==> config.mk <==
export PLATFORM = sky130hd
export DESIGN_NAME = ex_ctrl_skid
export DESIGN_NICKNAME = d
export VERILOG_FILES = /design/src/rtl/ex_ctrl_skid_pkg.sv /design/src/rtl/ctrl_bundle_reg.sv /design/src/rtl/ex_ctrl_skid.sv
export SDC_FILE = /design/constraint.sdc
export NUM_CORES = 1
export LEC_CHECK = 0
export ABC_CLOCK_PERIOD_IN_PS = 2150
export BUFFER_PORTS_ARGS = -buffer_cell sky130_fd_sc_hd__buf_2
export CELL_PAD_IN_SITES_DETAIL_PLACEMENT = 0
export CELL_PAD_IN_SITES_GLOBAL_PLACEMENT = 1
export CORE_MARGIN = 2
export CORE_UTILIZATION = 41
export CTS_CLUSTER_SIZE = 12
export DETAILED_ROUTE_END_ITERATION = 10
export GPL_ROUTABILITY_DRIVEN = 1
export PLACE_DENSITY_LB_ADDON = 0.1
export SETUP_SLACK_MARGIN = 0.2
export SLEW_MARGIN = 20
export SYNTH_ARGS = -nofsm -noshare
export SYNTH_HDL_FRONTEND = slang
export SYNTH_SLANG_ARGS = --single-unit
==> constraint.sdc <==
create_clock -name clk_i -period 2.15 [get_ports clk_i]
set_clock_uncertainty 0.15 [all_clocks]
set_input_delay 0.5375 -clock clk_i [delete_from_list [all_inputs] [get_ports clk_i]]
set_output_delay 0.5375 -clock clk_i [all_outputs]
set_load 0.02 [all_outputs]
==> src/rtl/ex_ctrl_skid_pkg.sv <==
// Shared constants for the execute-control skid buffer: ALU op encodings,
// control-bundle field widths and the packed bundle width helper.
package ex_ctrl_skid_pkg;

    localparam logic [1:0] ALU_OP_ADD    = 2'b00;
    localparam logic [1:0] ALU_OP_BRANCH = 2'b01;
    localparam logic [1:0] ALU_OP_RTYPE  = 2'b10;
    localparam logic [1:0] ALU_OP_ITYPE  = 2'b11;

    localparam int ALUOP_W    = 2;
    localparam int ALUSRC_W   = 1;
    localparam int REGWRITE_W = 1;
    localparam int RD_W_DEF   = 5;
    localparam int FN_W_DEF   = 10;

    // Packed layout, MSB first: {ALUOp, ALUSrc, RegWrite, rd, funct}
    function automatic int bundle_w(input int rd_w, input int fn_w);
        return ALUOP_W + ALUSRC_W + REGWRITE_W + rd_w + fn_w;
    endfunction

    typedef enum logic [1:0] {
        SRC_HOLD = 2'd0,
        SRC_IN   = 2'd1,
        SRC_SKID = 2'd2
    } main_src_e;

endpackage

==> src/rtl/ctrl_bundle_reg.sv <==
// Enable-loaded, asynchronously reset register holding one packed control bundle.
module ctrl_bundle_reg #(
    parameter int W = 19
) (
    input  logic         clk_i,
    input  logic         rst_i,
    input  logic         en_i,
    input  logic [W-1:0] d_i,
    output logic [W-1:0] q_o
);

    logic [W-1:0] bundle_q;
    logic [W-1:0] bundle_d;

    always_comb begin
        bundle_d = bundle_q;
        if (en_i) begin
            bundle_d = d_i;
        end
    end

    always_ff @(posedge clk_i or negedge rst_i) begin
        if (!rst_i) begin
            bundle_q <= '0;
        end else begin
            bundle_q <= bundle_d;
        end
    end

    assign q_o = bundle_q;

endmodule

==> src/rtl/ex_ctrl_skid.sv <==
// Two-entry (main + skid) register slice between decoder and execute control.
// Optional back-pressure counter enabled by defining EX_CTRL_STALL_CNT_EN.
module ex_ctrl_skid
    import ex_ctrl_skid_pkg::*;
#(
    parameter int RD_W = RD_W_DEF,
    parameter int FN_W = FN_W_DEF
) (
    input  logic            clk_i,
    input  logic            rst_i,
    input  logic            in_valid_i,
    output logic            in_ready_o,
    input  logic [1:0]      ALUOp_i,
    input  logic            ALUSrc_i,
    input  logic            RegWrite_i,
    input  logic [RD_W-1:0] rd_i,
    input  logic [FN_W-1:0] funct_i,
    input  logic            flush_i,
    output logic            out_valid_o,
    input  logic            out_ready_i,
    output logic [1:0]      ALUOp_o,
    output logic            ALUSrc_o,
    output logic            RegWrite_o,
    output logic [RD_W-1:0] rd_o,
    output logic [FN_W-1:0] funct_o
`ifdef EX_CTRL_STALL_CNT_EN
    ,
    output logic [15:0]     stall_cnt_o
`endif
);

    localparam int BW = bundle_w(RD_W, FN_W);

    logic          main_valid_q, main_valid_d;
    logic          skid_valid_q, skid_valid_d;
    logic          in_ready_q, in_ready_d;
    logic          accept, drain;
    logic          main_load, skid_load;
    main_src_e     main_src;
    logic [BW-1:0] in_bundle;
    logic [BW-1:0] main_bundle_in;
    logic [BW-1:0] main_bundle;
    logic [BW-1:0] skid_bundle;

    // Writes to x0 are squashed at capture so neither entry ever holds one
    assign in_bundle = {ALUOp_i, ALUSrc_i, RegWrite_i && (rd_i != '0), rd_i, funct_i};

    assign accept = in_valid_i && in_ready_q;
    assign drain  = main_valid_q && out_ready_i;

    always_comb begin
        main_valid_d = main_valid_q;
        skid_valid_d = skid_valid_q;
        main_src     = SRC_HOLD;
        skid_load    = 1'b0;
        if (flush_i) begin
            main_valid_d = 1'b0;
            skid_valid_d = 1'b0;
        end else if (!main_valid_q || drain) begin
            // Skid is older than anything arriving, so it refills main first
            if (skid_valid_q) begin
                main_src     = SRC_SKID;
                main_valid_d = 1'b1;
                skid_valid_d = 1'b0;
            end else if (accept) begin
                main_src     = SRC_IN;
                main_valid_d = 1'b1;
            end else begin
                main_valid_d = 1'b0;
            end
        end else if (accept) begin
            skid_load    = 1'b1;
            skid_valid_d = 1'b1;
        end
        in_ready_d = !skid_valid_d;
    end

    assign main_load      = (main_src != SRC_HOLD);
    assign main_bundle_in = (main_src == SRC_SKID) ? skid_bundle : in_bundle;

    always_ff @(posedge clk_i or negedge rst_i) begin
        if (!rst_i) begin
            main_valid_q <= 1'b0;
            skid_valid_q <= 1'b0;
            in_ready_q   <= 1'b1;
        end else begin
            main_valid_q <= main_valid_d;
            skid_valid_q <= skid_valid_d;
            in_ready_q   <= in_ready_d;
        end
    end

    ctrl_bundle_reg #(.W(BW)) u_main (
        .clk_i (clk_i),
        .rst_i (rst_i),
        .en_i  (main_load),
        .d_i   (main_bundle_in),
        .q_o   (main_bundle)
    );

    ctrl_bundle_reg #(.W(BW)) u_skid (
        .clk_i (clk_i),
        .rst_i (rst_i),
        .en_i  (skid_load),
        .d_i   (in_bundle),
        .q_o   (skid_bundle)
    );

    assign in_ready_o  = in_ready_q;
    assign out_valid_o = main_valid_q;
    assign {ALUOp_o, ALUSrc_o, RegWrite_o, rd_o, funct_o} = main_bundle;

`ifdef EX_CTRL_STALL_CNT_EN
    logic [15:0] stall_cnt_q, stall_cnt_d;

    // Saturating; flush deliberately leaves the count alone
    always_comb begin
        stall_cnt_d = stall_cnt_q;
        if (main_valid_q && !out_ready_i && (stall_cnt_q != 16'hFFFF)) begin
            stall_cnt_d = stall_cnt_q + 16'd1;
        end
    end

    always_ff @(posedge clk_i or negedge rst_i) begin
        if (!rst_i) begin
            stall_cnt_q <= '0;
        end else begin
            stall_cnt_q <= stall_cnt_d;
        end
    end

    assign stall_cnt_o = stall_cnt_q;
`endif

endmodule

==> impl_metrics.py <==
metrics = {
    "outcome": {
        "status": "finished clean",
    },
    "hold_path": {
        "min_path_type": "in -> async",
    },
    "floorplanning": {
        "chipHeight_um": 72.2,
        "rows": 24,
        "start_util": 0.432,
        "coreArea_um2": 4410,
        "dieArea_um2": 5210,
        "num_io_pins": 45,
        "die_w_um": 72.2,
    },
    "critical_path": {
        "critPathKind": "reg -> reg",
        "arrival_ps": 1780,
        "start_kind": "flop",
        "r2r_slack_ps": 390,
        "critPathMaxFanout": 13,
        "reg2reg_from": "in_ready_o",
        "regToRegEndpoint": "u_skid.q_o[2]",
        "critPathRequiredTime_ps": 2170,
        "reg2reg_depth": 4,
        "endpoint_kind": "flop",
    },
    "routing": {
        "viasPerCell": 5.74,
        "drcViolationCount": 0,
        "finalWirelength_mm": 4.62,
        "drt_iter0_markers": 116,
        "routedWlPerCell_um": 17.0,
        "postRouteAntennaNets": 0,
        "vias": 1560,
        "dr.pass1.iters": 4,
    },
    "synth": {
        "synth_area_um2": 1910,
        "synth.net_count": 191,
        "ys_seq_area_frac": 0.539,
        "synth.distinct_cells": 24,
        "avgSynthCellArea_um2": 11.4,
        "synth_warnings": 0,
        "ys_ff_latch": 41,
        "synthCells": 167,
    },
    "cells_and_area": {
        "drive_gt1_frac": 0.409,
        "design_area_um2": 2320,
        "antennaDiodeCount": 0,
        "final_cells": 272,
        "fin_nets": 243,
        "areaGrowthSynthToFinish_pct": 21.6,
        "post-route-util": 0.525,
    },
    "placement": {
        "numPlacedInstances": 264,
        "port_buffers": 44,
        "gp_congestion": 0.799,
        "dp_slack_ps": 254,
        "hpwl_mm": 3.26,
        "postPlaceCellArea_um2": 2230,
    },
    "timing": {
        "setup_viol": 0,
        "rsz0062_at_grt": "false",
        "relSlewSlack": 0.624,
        "setup_slack_ps": 393,
        "finalCritPeriodShare": 0.817,
        "min_period_ps": 1760,
        "setup_tns_ps": 0,
        "hold_viol_final": 0,
        "hold_slack_ps": 86.0,
        "max_freq_mhz": 569,
        "worst_pin_slew_ps": 564,
        "finalMaxSlewViolations": 0,
    },
    "clocking": {
        "cts_buffer_depth": 2,
        "cts.sinks": 41,
        "cts.repair.resized": 0,
        "hold_buffers": 0,
        "cts_tree": "done",
        "post_cts_buffers": 0,
        "clock_latency_ps": 290,
        "clkTransAtPathRegs_ps": 70,
        "cts_htree_levels": 2,
        "cts-root-buf": "clkbuf_8",
        "cts_buffers": 5,
    },
    "power_and_ir_drop": {
        "leakage_nw": 1.01,
        "total_power_mw": 1.99,
        "cellPowerDensity_nw_per_um2": 859,
        "ir_drop_mv": 0.539,
    },
    "global_routing": {
        "antenna_found_initial": 0,
        "grt_pass1_wl_mm": 7.61,
        "grt_usage": 0.192,
        "overflow": 0,
        "grt_max_degree": 39,
        "grt_pass1_vias": 1555,
    },
    "flow_run": {
        "maxCapViolCount": 0,
    },
}
logic make-up (layout without fill, tap and decap cells):
| family | count (synthesis) | count (layout) | synth area share |
|---|---|---|---|
| AO/OA/AOI/OAI | 59 | 59 | 0.185 |
| buffers and inverters | 19 | 72 | 0.0538 |
| flip-flops | 41 | 41 | 0.539 |
| multiplexers | 19 | 19 | 0.132 |
| AND/OR/NAND/NOR | 29 | 29 | 0.0906 |
per-layer routing:
metal  GRT usage  vias up  part of all wire
li1            -      733                 -
met1       0.256      757              0.44
met2       0.306       63              0.47
met3      0.0444        7             0.070
met4      0.0692        0             0.012
met5           0        -                 0
report_power, final:
group | total [mW] | switching [mW] | internal, mW
Sequential | 1.02 | 0.0891 | 0.930
Clock | 0.505 | 0.243 | 0.262
Combinational | 0.467 | 0.243 | 0.224
Total | 1.99 | 0.576 | 1.41
cells in the final DEF (no fill, tap or decap), types with 2 or more instances in the layout:
master / netlist / layout
buf_2: 6 / 44
dfrtp_1: 40 / 40
a31oi_1: 36 / 36
nand3_1: 19 / 19
o21ai_0: 18 / 18
buf_4: 0 / 17
mux2_4: 10 / 10
mux2_2: 9 / 9
clkbuf_8: 0 / 6
inv_1: 3 / 3
or4_1: 2 / 2
nand2b_1: 2 / 2
a21oi_1: 2 / 2
clkbuf_1: 8 / 2
worst max path at each step:
stage | from | endpoint
floorplan | in_ready_o | u_skid.q_o[10]
global placement | rd_i[1] | u_skid.q_o[15]
detailed placement | rd_i[1] | u_skid.q_o[15]
CTS | in_ready_o | u_skid.q_o[2]
global route | in_ready_o | u_skid.q_o[2]
finish | in_ready_o | u_skid.q_o[2]
state kept, by name, indices dropped and copies added, names as in the netlist:
register      cells
out_valid_o       1
u_main.q_o       19
in_ready_o        1
skid_valid_q      1
u_skid.q_o       19
layout make-up:
cell class | instances | area [um2]
inverter | 3 | 11.3
fill | 416 | 2100
multi-input combinational | 107 | 776
sequential | 41 | 1030
tap | 52 | 65.1
clock buffer | 8 | 90.1
timing repair buffer | 61 | 348
Yosys cell counts, drive strengths merged:
| library cell | count | share of area |
|---|---|---|
| a21o | 1 | 0.0039 |
| a21oi | 2 | 0.0053 |
| a31oi | 36 | 0.12 |
| and2b | 1 | 0.0039 |
| buf | 8 | 0.032 |
| clkbuf | 8 | 0.016 |
| dfrtp | 40 | 0.53 |
| dfstp | 1 | 0.014 |
| inv | 3 | 0.0059 |
| mux2 | 19 | 0.13 |
| nand2 | 1 | 0.0020 |
| nand2b | 2 | 0.0066 |
| nand3 | 19 | 0.050 |
| nand4 | 1 | 0.0033 |
| nor2b | 1 | 0.0033 |
| nor3 | 2 | 0.014 |
| o21a | 1 | 0.0039 |
| o21ai | 18 | 0.047 |
| o221a | 1 | 0.0059 |
| or4 | 2 | 0.0079 |
critical path, cell delays in order, from the launching register on:
cell,delay [ps]
dfstp_2,570
nand2_1,100
nor3_4,180
buf_4,280
mux2_2,360
Power figures use the tool's default switching activity.
